## src/rtl/quad_pkg.sv

```systemverilog
// Shared types and Gray-code step helpers for the quadrature decoder.
// QUAD_DEBOUNCE_EN selects whether the per-phase debounce filter is built.
package quad_pkg;

   typedef enum logic {
      INIT,
      TRACK
   } dec_state_t;

   typedef enum logic [1:0] {
      IDLE,
      RIGHT,
      LEFT
   } str_state_t;

   function automatic bit debounce_en();
`ifdef QUAD_DEBOUNCE_EN
      return 1'b1;
`else
      return 1'b0;
`endif
   endfunction

   // Forward (clockwise) order: 00 -> 01 -> 11 -> 10 -> 00
   function automatic logic fwd(input logic [1:0] prev, input logic [1:0] cur);
      logic res;
      unique case (prev)
         2'b00:   res = (cur == 2'b01);
         2'b01:   res = (cur == 2'b11);
         2'b11:   res = (cur == 2'b10);
         default: res = (cur == 2'b00);
      endcase
      return res;
   endfunction

   function automatic logic rev(input logic [1:0] prev, input logic [1:0] cur);
      logic res;
      unique case (prev)
         2'b00:   res = (cur == 2'b10);
         2'b10:   res = (cur == 2'b11);
         2'b11:   res = (cur == 2'b01);
         default: res = (cur == 2'b00);
      endcase
      return res;
   endfunction

endpackage

```

## src/rtl/quad_filter.sv

```systemverilog
// One encoder phase: 2-flop synchronizer followed by an optional debounce filter.
// FILTER_LEN is 0 when QUAD_DEBOUNCE_EN is undefined, which bypasses the filter.
module quad_filter
   import quad_pkg::*;
#(
   parameter int unsigned FILTER_LEN = 0
) (
   input  logic clk,
   input  logic rst_n,
   input  logic din,
   output logic dout
);

   logic s1_q, s2_q;

   always_ff @(posedge clk or negedge rst_n) begin
      if (!rst_n) begin
         s1_q <= 1'b0;
         s2_q <= 1'b0;
      end else begin
         s1_q <= din;
         s2_q <= s1_q;
      end
   end

   if (FILTER_LEN > 0) begin : g_debounce
      localparam int unsigned CntW = (FILTER_LEN > 1) ? $clog2(FILTER_LEN) : 1;

      logic [CntW-1:0] cnt_q, cnt_d;
      logic            filt_q, filt_d;

      // Counts consecutive cycles the input disagrees with the accepted value
      always_comb begin
         cnt_d  = '0;
         filt_d = filt_q;
         if (s2_q != filt_q) begin
            if (cnt_q == CntW'(FILTER_LEN - 1)) begin
               filt_d = s2_q;
            end else begin
               cnt_d = cnt_q + CntW'(1);
            end
         end
      end

      always_ff @(posedge clk or negedge rst_n) begin
         if (!rst_n) begin
            cnt_q  <= '0;
            filt_q <= 1'b0;
         end else begin
            cnt_q  <= cnt_d;
            filt_q <= filt_d;
         end
      end

      assign dout = filt_q;
   end else begin : g_bypass
      assign dout = s2_q;
   end

endmodule

```

## src/rtl/quad_decoder.sv

```systemverilog
// 4x quadrature decoder: phase tracking, wrapping signed position and stretched left/right levels.
// Build with QUAD_DEBOUNCE_EN defined to insert the FILTER_LEN debounce filter on both phases.
module quad_decoder
   import quad_pkg::*;
#(
   parameter int unsigned CNT_W      = 8,
   parameter int unsigned HOLD       = 22500,
   parameter int unsigned FILTER_LEN = 4
) (
   input  logic                    CLK,
   input  logic                    Reset_n,
   input  logic                    clr,
   input  logic                    quad_a,
   input  logic                    quad_b,
   output logic signed [CNT_W-1:0] position,
   output logic                    step,
   output logic                    dir,
   output logic                    right,
   output logic                    left,
   output logic                    err
);

   localparam int unsigned FLEN     = debounce_en() ? FILTER_LEN : 0;
   localparam int unsigned INIT_LEN = 3 + FLEN;
   localparam int unsigned INIT_W   = $clog2(INIT_LEN);
   localparam int unsigned HOLD_W   = (HOLD > 0) ? $clog2(HOLD + 1) : 1;

   logic       a_f, b_f;
   logic [1:0] ph, ph_q;

   quad_filter #(
      .FILTER_LEN(FLEN)
   ) u_filt_a (
      .clk  (CLK),
      .rst_n(Reset_n),
      .din  (quad_a),
      .dout (a_f)
   );

   quad_filter #(
      .FILTER_LEN(FLEN)
   ) u_filt_b (
      .clk  (CLK),
      .rst_n(Reset_n),
      .din  (quad_b),
      .dout (b_f)
   );

   assign ph = {a_f, b_f};

   // ---------------- decoder FSM ----------------
   dec_state_t        dec_q, dec_d;
   logic [INIT_W-1:0] init_q, init_d;
   logic [1:0]        prev_q, prev_d;
   logic              fwd_ev, rev_ev, ill_ev;

   always_ff @(posedge CLK or negedge Reset_n) begin
      if (!Reset_n) begin
         dec_q  <= INIT;
         init_q <= '0;
         prev_q <= 2'b00;
         ph_q   <= 2'b00;
      end else begin
         dec_q  <= dec_d;
         init_q <= init_d;
         prev_q <= prev_d;
         ph_q   <= ph;
      end
   end

   // prev is loaded from ph (one stage ahead of ph_q) so it matches ph_q on the first TRACK cycle
   always_comb begin
      dec_d  = dec_q;
      init_d = init_q;
      prev_d = prev_q;
      unique case (dec_q)
         INIT: begin
            init_d = init_q + INIT_W'(1);
            if (init_q == INIT_W'(INIT_LEN - 1)) begin
               dec_d  = TRACK;
               init_d = '0;
               prev_d = ph;
            end
         end
         TRACK: begin
            if (ph_q != prev_q) begin
               prev_d = ph_q;
            end
         end
         default: dec_d = INIT;
      endcase
   end

   always_comb begin
      fwd_ev = 1'b0;
      rev_ev = 1'b0;
      ill_ev = 1'b0;
      if (dec_q == TRACK) begin
         fwd_ev = fwd(prev_q, ph_q);
         rev_ev = rev(prev_q, ph_q);
         ill_ev = ((prev_q ^ ph_q) == 2'b11);
      end
   end

   // ---------------- position / status ----------------
   logic signed [CNT_W-1:0] pos_q, pos_d;
   logic                    step_q, dir_q, err_q;

   always_comb begin
      pos_d = pos_q;
      if (clr) begin
         pos_d = '0;
      end else if (fwd_ev) begin
         pos_d = pos_q + CNT_W'(1);
      end else if (rev_ev) begin
         pos_d = pos_q - CNT_W'(1);
      end
   end

   always_ff @(posedge CLK or negedge Reset_n) begin
      if (!Reset_n) begin
         pos_q  <= '0;
         step_q <= 1'b0;
         dir_q  <= 1'b0;
         err_q  <= 1'b0;
      end else begin
         pos_q  <= pos_d;
         step_q <= fwd_ev | rev_ev;
         if (fwd_ev | rev_ev) begin
            dir_q <= fwd_ev;
         end
         if (clr) begin
            err_q <= 1'b0;
         end else if (ill_ev) begin
            err_q <= 1'b1;
         end
      end
   end

   assign position = pos_q;
   assign step     = step_q;
   assign dir      = dir_q;
   assign err      = err_q;

   // ---------------- stretch FSM ----------------
   str_state_t        str_q, str_d;
   logic [HOLD_W-1:0] hold_q, hold_d;

   always_ff @(posedge CLK or negedge Reset_n) begin
      if (!Reset_n) begin
         str_q  <= IDLE;
         hold_q <= '0;
      end else begin
         str_q  <= str_d;
         hold_q <= hold_d;
      end
   end

   always_comb begin
      str_d  = str_q;
      hold_d = hold_q;
      if (fwd_ev) begin
         str_d  = RIGHT;
         hold_d = HOLD_W'(HOLD);
      end else if (rev_ev) begin
         str_d  = LEFT;
         hold_d = HOLD_W'(HOLD);
      end else begin
         unique case (str_q)
            RIGHT, LEFT: begin
               if (hold_q == '0) begin
                  str_d = IDLE;
               end else begin
                  hold_d = hold_q - HOLD_W'(1);
               end
            end
            default: str_d = IDLE;
         endcase
      end
   end

   always_comb begin
      right = (str_q == RIGHT);
      left  = (str_q == LEFT);
   end

endmodule

```

## config.mk

```make
export PLATFORM = sky130hd
export DESIGN_NAME = quad_decoder
export DESIGN_NICKNAME = d
export VERILOG_FILES = /design/src/rtl/quad_pkg.sv /design/src/rtl/quad_filter.sv /design/src/rtl/quad_decoder.sv
export SDC_FILE = /design/constraint.sdc
export NUM_CORES = 1
export LEC_CHECK = 0
export ABC_CLOCK_PERIOD_IN_PS = 5400
export BUFFER_PORTS_ARGS = -buffer_cell sky130_fd_sc_hd__clkbuf_2
export CAP_MARGIN = 20
export CORE_ASPECT_RATIO = 0.5
export CORE_UTILIZATION = 45
export DETAILED_ROUTE_END_ITERATION = 10
export GPL_ROUTABILITY_DRIVEN = 1
export PLACE_DENSITY = 0.67
export SLEW_MARGIN = 20
export SYNTH_ARGS = -nofsm -noshare
export SYNTH_HDL_FRONTEND = slang
export SYNTH_HIERARCHICAL = 1
export SYNTH_SLANG_ARGS = --single-unit
export TNS_END_PERCENT = 100
```

## constraint.sdc

```tcl
create_clock -name CLK -period 5.4 [get_ports CLK]
set_input_delay 0.81 -clock CLK [delete_from_list [all_inputs] [get_ports CLK]]
set_output_delay 0.81 -clock CLK [all_outputs]
set_load 0.05 [all_outputs]
```

==> flow_summary.toml <==
[status]
status = "completed"

[sta]
setup_violations = 0
fin_skew_ps = 7.36
setup_slack_ps = 2590
tightest_slew_ps = 952
fin_setup_tns_ps = 0
hold_ws_ps = 352
hold_viol_final = 0
period_share_pct = 52.1
rsz0062_at_grt = "false"
drv_slew = 0
finalCriticalPeriod_ps = 2810
fmaxAchievable_ghz = 0.356
slew_headroom_pct = 36.5

[final_layout]
diodes = 0
final_cell_mix = "39 x dfrtp_1, 22 x nand2_1, 17 x clkbuf_2"
finalNetCount = 235
fin_area_um2 = 2270
syn2layout_area_growth_pct = 11.3
drive_above_1_share_pct = 15.8
ff_latch_area_um2 = 976
multi_input_area_um2 = 980
fillCellCount = 358
layout_commonest_cell = "dfrtp_1"

[pwr]
p_per_area_nw_per_um2 = 440
ir_worst_vdd_mv = 0.212
power_leakage_uw = 0.000979

[place]
io_buffers = 17
pre_cts_ws_ps = 2340
hpwl_um = 2640
gp_congestion = 0.873
placed_area_um2 = 2150

[grt]
grt_max_degree = 40
grt_use_total_pct = 17.8
antenna_found_initial = 0
overflow = 0
grt_pass1_wl_um = 6690
grt_pass1_vias = 1455

[worst_setup_path]
critical-path-slowest-cell = "dfrtp_1"
end_kind = "flop"
start_kind = "flop"
path_class = "reg -> reg"
worstPathRequired_ps = 5580
slowest_delay_ps = 430
worstPathArrival_ps = 2990
cp_cell_sequence = "xor2_1 -> nor2_1 -> nand2_1 -> ha_1 -> a211oi_1 -> o211ai_1 -> a21oi_1 -> mux2i_1 -> mux2_2"
crit_fanout = 9

[synthesis]
synth_seq_area_share_pct = 47.9
synthCells = 203
synth_top_family_by_area = "simple AND/OR/NAND/NOR gates"
muxShareOfSynthArea_pct = 2.58
synth_xor_area_share_pct = 6.44
yosys.area_share.simple_pct = 16.6
yosysUniqueCellTypes = 45
synthFlopType = "dfrtp_1"
synthAdderAreaFrac_pct = 6.50
yosysWarnings = 6
synth_area_um2 = 2040
yosys_register_bits = 39
async_reset_ff_share_pct = 100
synth_area_per_cell_um2 = 10.0
synth-compound-area-share_pct = 15.7
synth_nets = 218
synth-edff-count = 0

[hold_path]
hold_path_class = "reg -> reg"

[clock_tree]
htree_num_levels = 2
cts-resized-gates = 0
cts_root_buf = "clkbuf_8"
clk_pin_slew_ps = 70
cts_buffer_depth = 2
cts_inserted_buffers = 5
postCtsHoldBufs = 0
cts_setup_buffers = 0
cts.sinks = 39
clkLatencyLatePin_ps = 290
cts_tree = "built"

[drt]
finalWirelength_um = 3660
wl_per_cell_um = 13.3
drt_iter0_drc = 54
drc = 0
post_drt_via_cell_ratio = 5.42
num_vias = 1490
postRouteAntennaNets = 0
dr.pass1.iters = 4

[floorplanning]
io_pins = 18
rows = 16
die_width_um = 97.2
die-height_um = 49.6
initial_core_util_pct = 49.5
die-area_um2 = 4820
fp.coreArea_um2 = 4120

[flow_run]
maxCapViolations = 0
==> final cells by class <==
cell class	count	area share, %
multi-input cells	145	43.1
well taps	54	2.98
repair buffers	17	3.75
flip-flops and latches	39	43.0
inverters	12	1.98
clock inverters	2	1.54
clock buffers	6	3.64
==> cells in the mapped netlist (2+ instances only) <==
master | number | area share (%)
nor3_1 | 2 | 0.49
o21ai_0 | 10 | 2.5
nor2b_1 | 3 | 0.92
o211ai_1 | 4 | 1.5
o41ai_1 | 3 | 1.3
o31ai_1 | 3 | 1.1
nor3b_1 | 2 | 0.74
or3_2 | 3 | 1.1
or3_1 | 4 | 1.2
clkbuf_1 | 3 | 0.55
inv_1 | 11 | 2.0
o21a_1 | 3 | 1.1
buf_6 | 2 | 1.1
nor2_1 | 16 | 2.9
dfrtp_1 | 39 | 48
xor2_1 | 9 | 3.9
ha_1 | 9 | 5.5
xnor2_1 | 6 | 2.6
nand2_1 | 22 | 4.0
a21oi_1 | 11 | 2.7
mux2_2 | 2 | 1.1
nand3_1 | 9 | 2.2
mux2i_1 | 3 | 1.5
a211oi_1 | 3 | 1.1
==> worst max-delay path, delay by kind of cell (launching register included) <==
kind / cells / cell delay [ps]
fa+ha+maj: 1 / 390
xor+xnor: 1 / 190
compound gates: 3 / 670
mux: 2 / 570
flops: 1 / 430
simple gates: 2 / 440
==> per-layer routing <==
layer  part of all wire (%)  global-route usage [%]  vias up
met5                      0                       0        -
met4                   0.90                    4.23        0
met2                     43                    27.8       23
met1                     52                    24.1      711
met3                    3.4                    5.82        4
li1                       -                       -      752
==> state kept, by name, indices dropped and copies added (netlist names) <==
name,flops
position,8
u_filt_b/s1_q,1
hold_q,15
dec_q,1
u_filt_a/dout,1
str_q,2
prev_q,2
dir,1
init_q,2
u_filt_a/s1_q,1
step,1
err,1
ph_q,2
u_filt_b/dout,1
==> through the flow <==
stage               total power (uW)  instances  utilization [%]
floorplan                        673        203                -
global placement                 749        267             52.1
detailed placement               755        267             52.1
CTS                             1010        275             55.0
global route                    1070        275             55.1
finish                           999        275             55.1
==> kinds of logic (layout without fill, tap and decap cells) <==
| kind of cell | count (synthesis) | after routing |
|---|---|---|
| simple gates | 69 | 69 |
| compound gates | 46 | 46 |
| flops | 39 | 39 |
| buf+inv | 19 | 37 |
| xor+xnor | 15 | 15 |
| fa+ha+maj | 10 | 10 |
| mux | 5 | 5 |
==> final timing paths <==
kind	startpoint	to	slack, ps	cells after the start
worst max-delay path	ph_q[1]	position[7]	2590	9
worst min-delay path	u_filt_a/s1_q	u_filt_a/dout	350	0
worst max register to register	ph_q[1]	position[7]	2590	9
worst min register to register	u_filt_a/s1_q	u_filt_a/dout	350	0
max in group asynchronous	Reset_n	hold_q[14]	4150	1
min in group asynchronous	Reset_n	position[7]	660	1
==> where the power goes <==
part | total (uW) | switching (uW) | internal [uW]
clock network | 250 | 101 | 149
logic | 377 | 246 | 130
registers | 372 | 38.5 | 334
total | 999 | 386 | 613
Note: power is estimated with default switching activity, not from simulation.
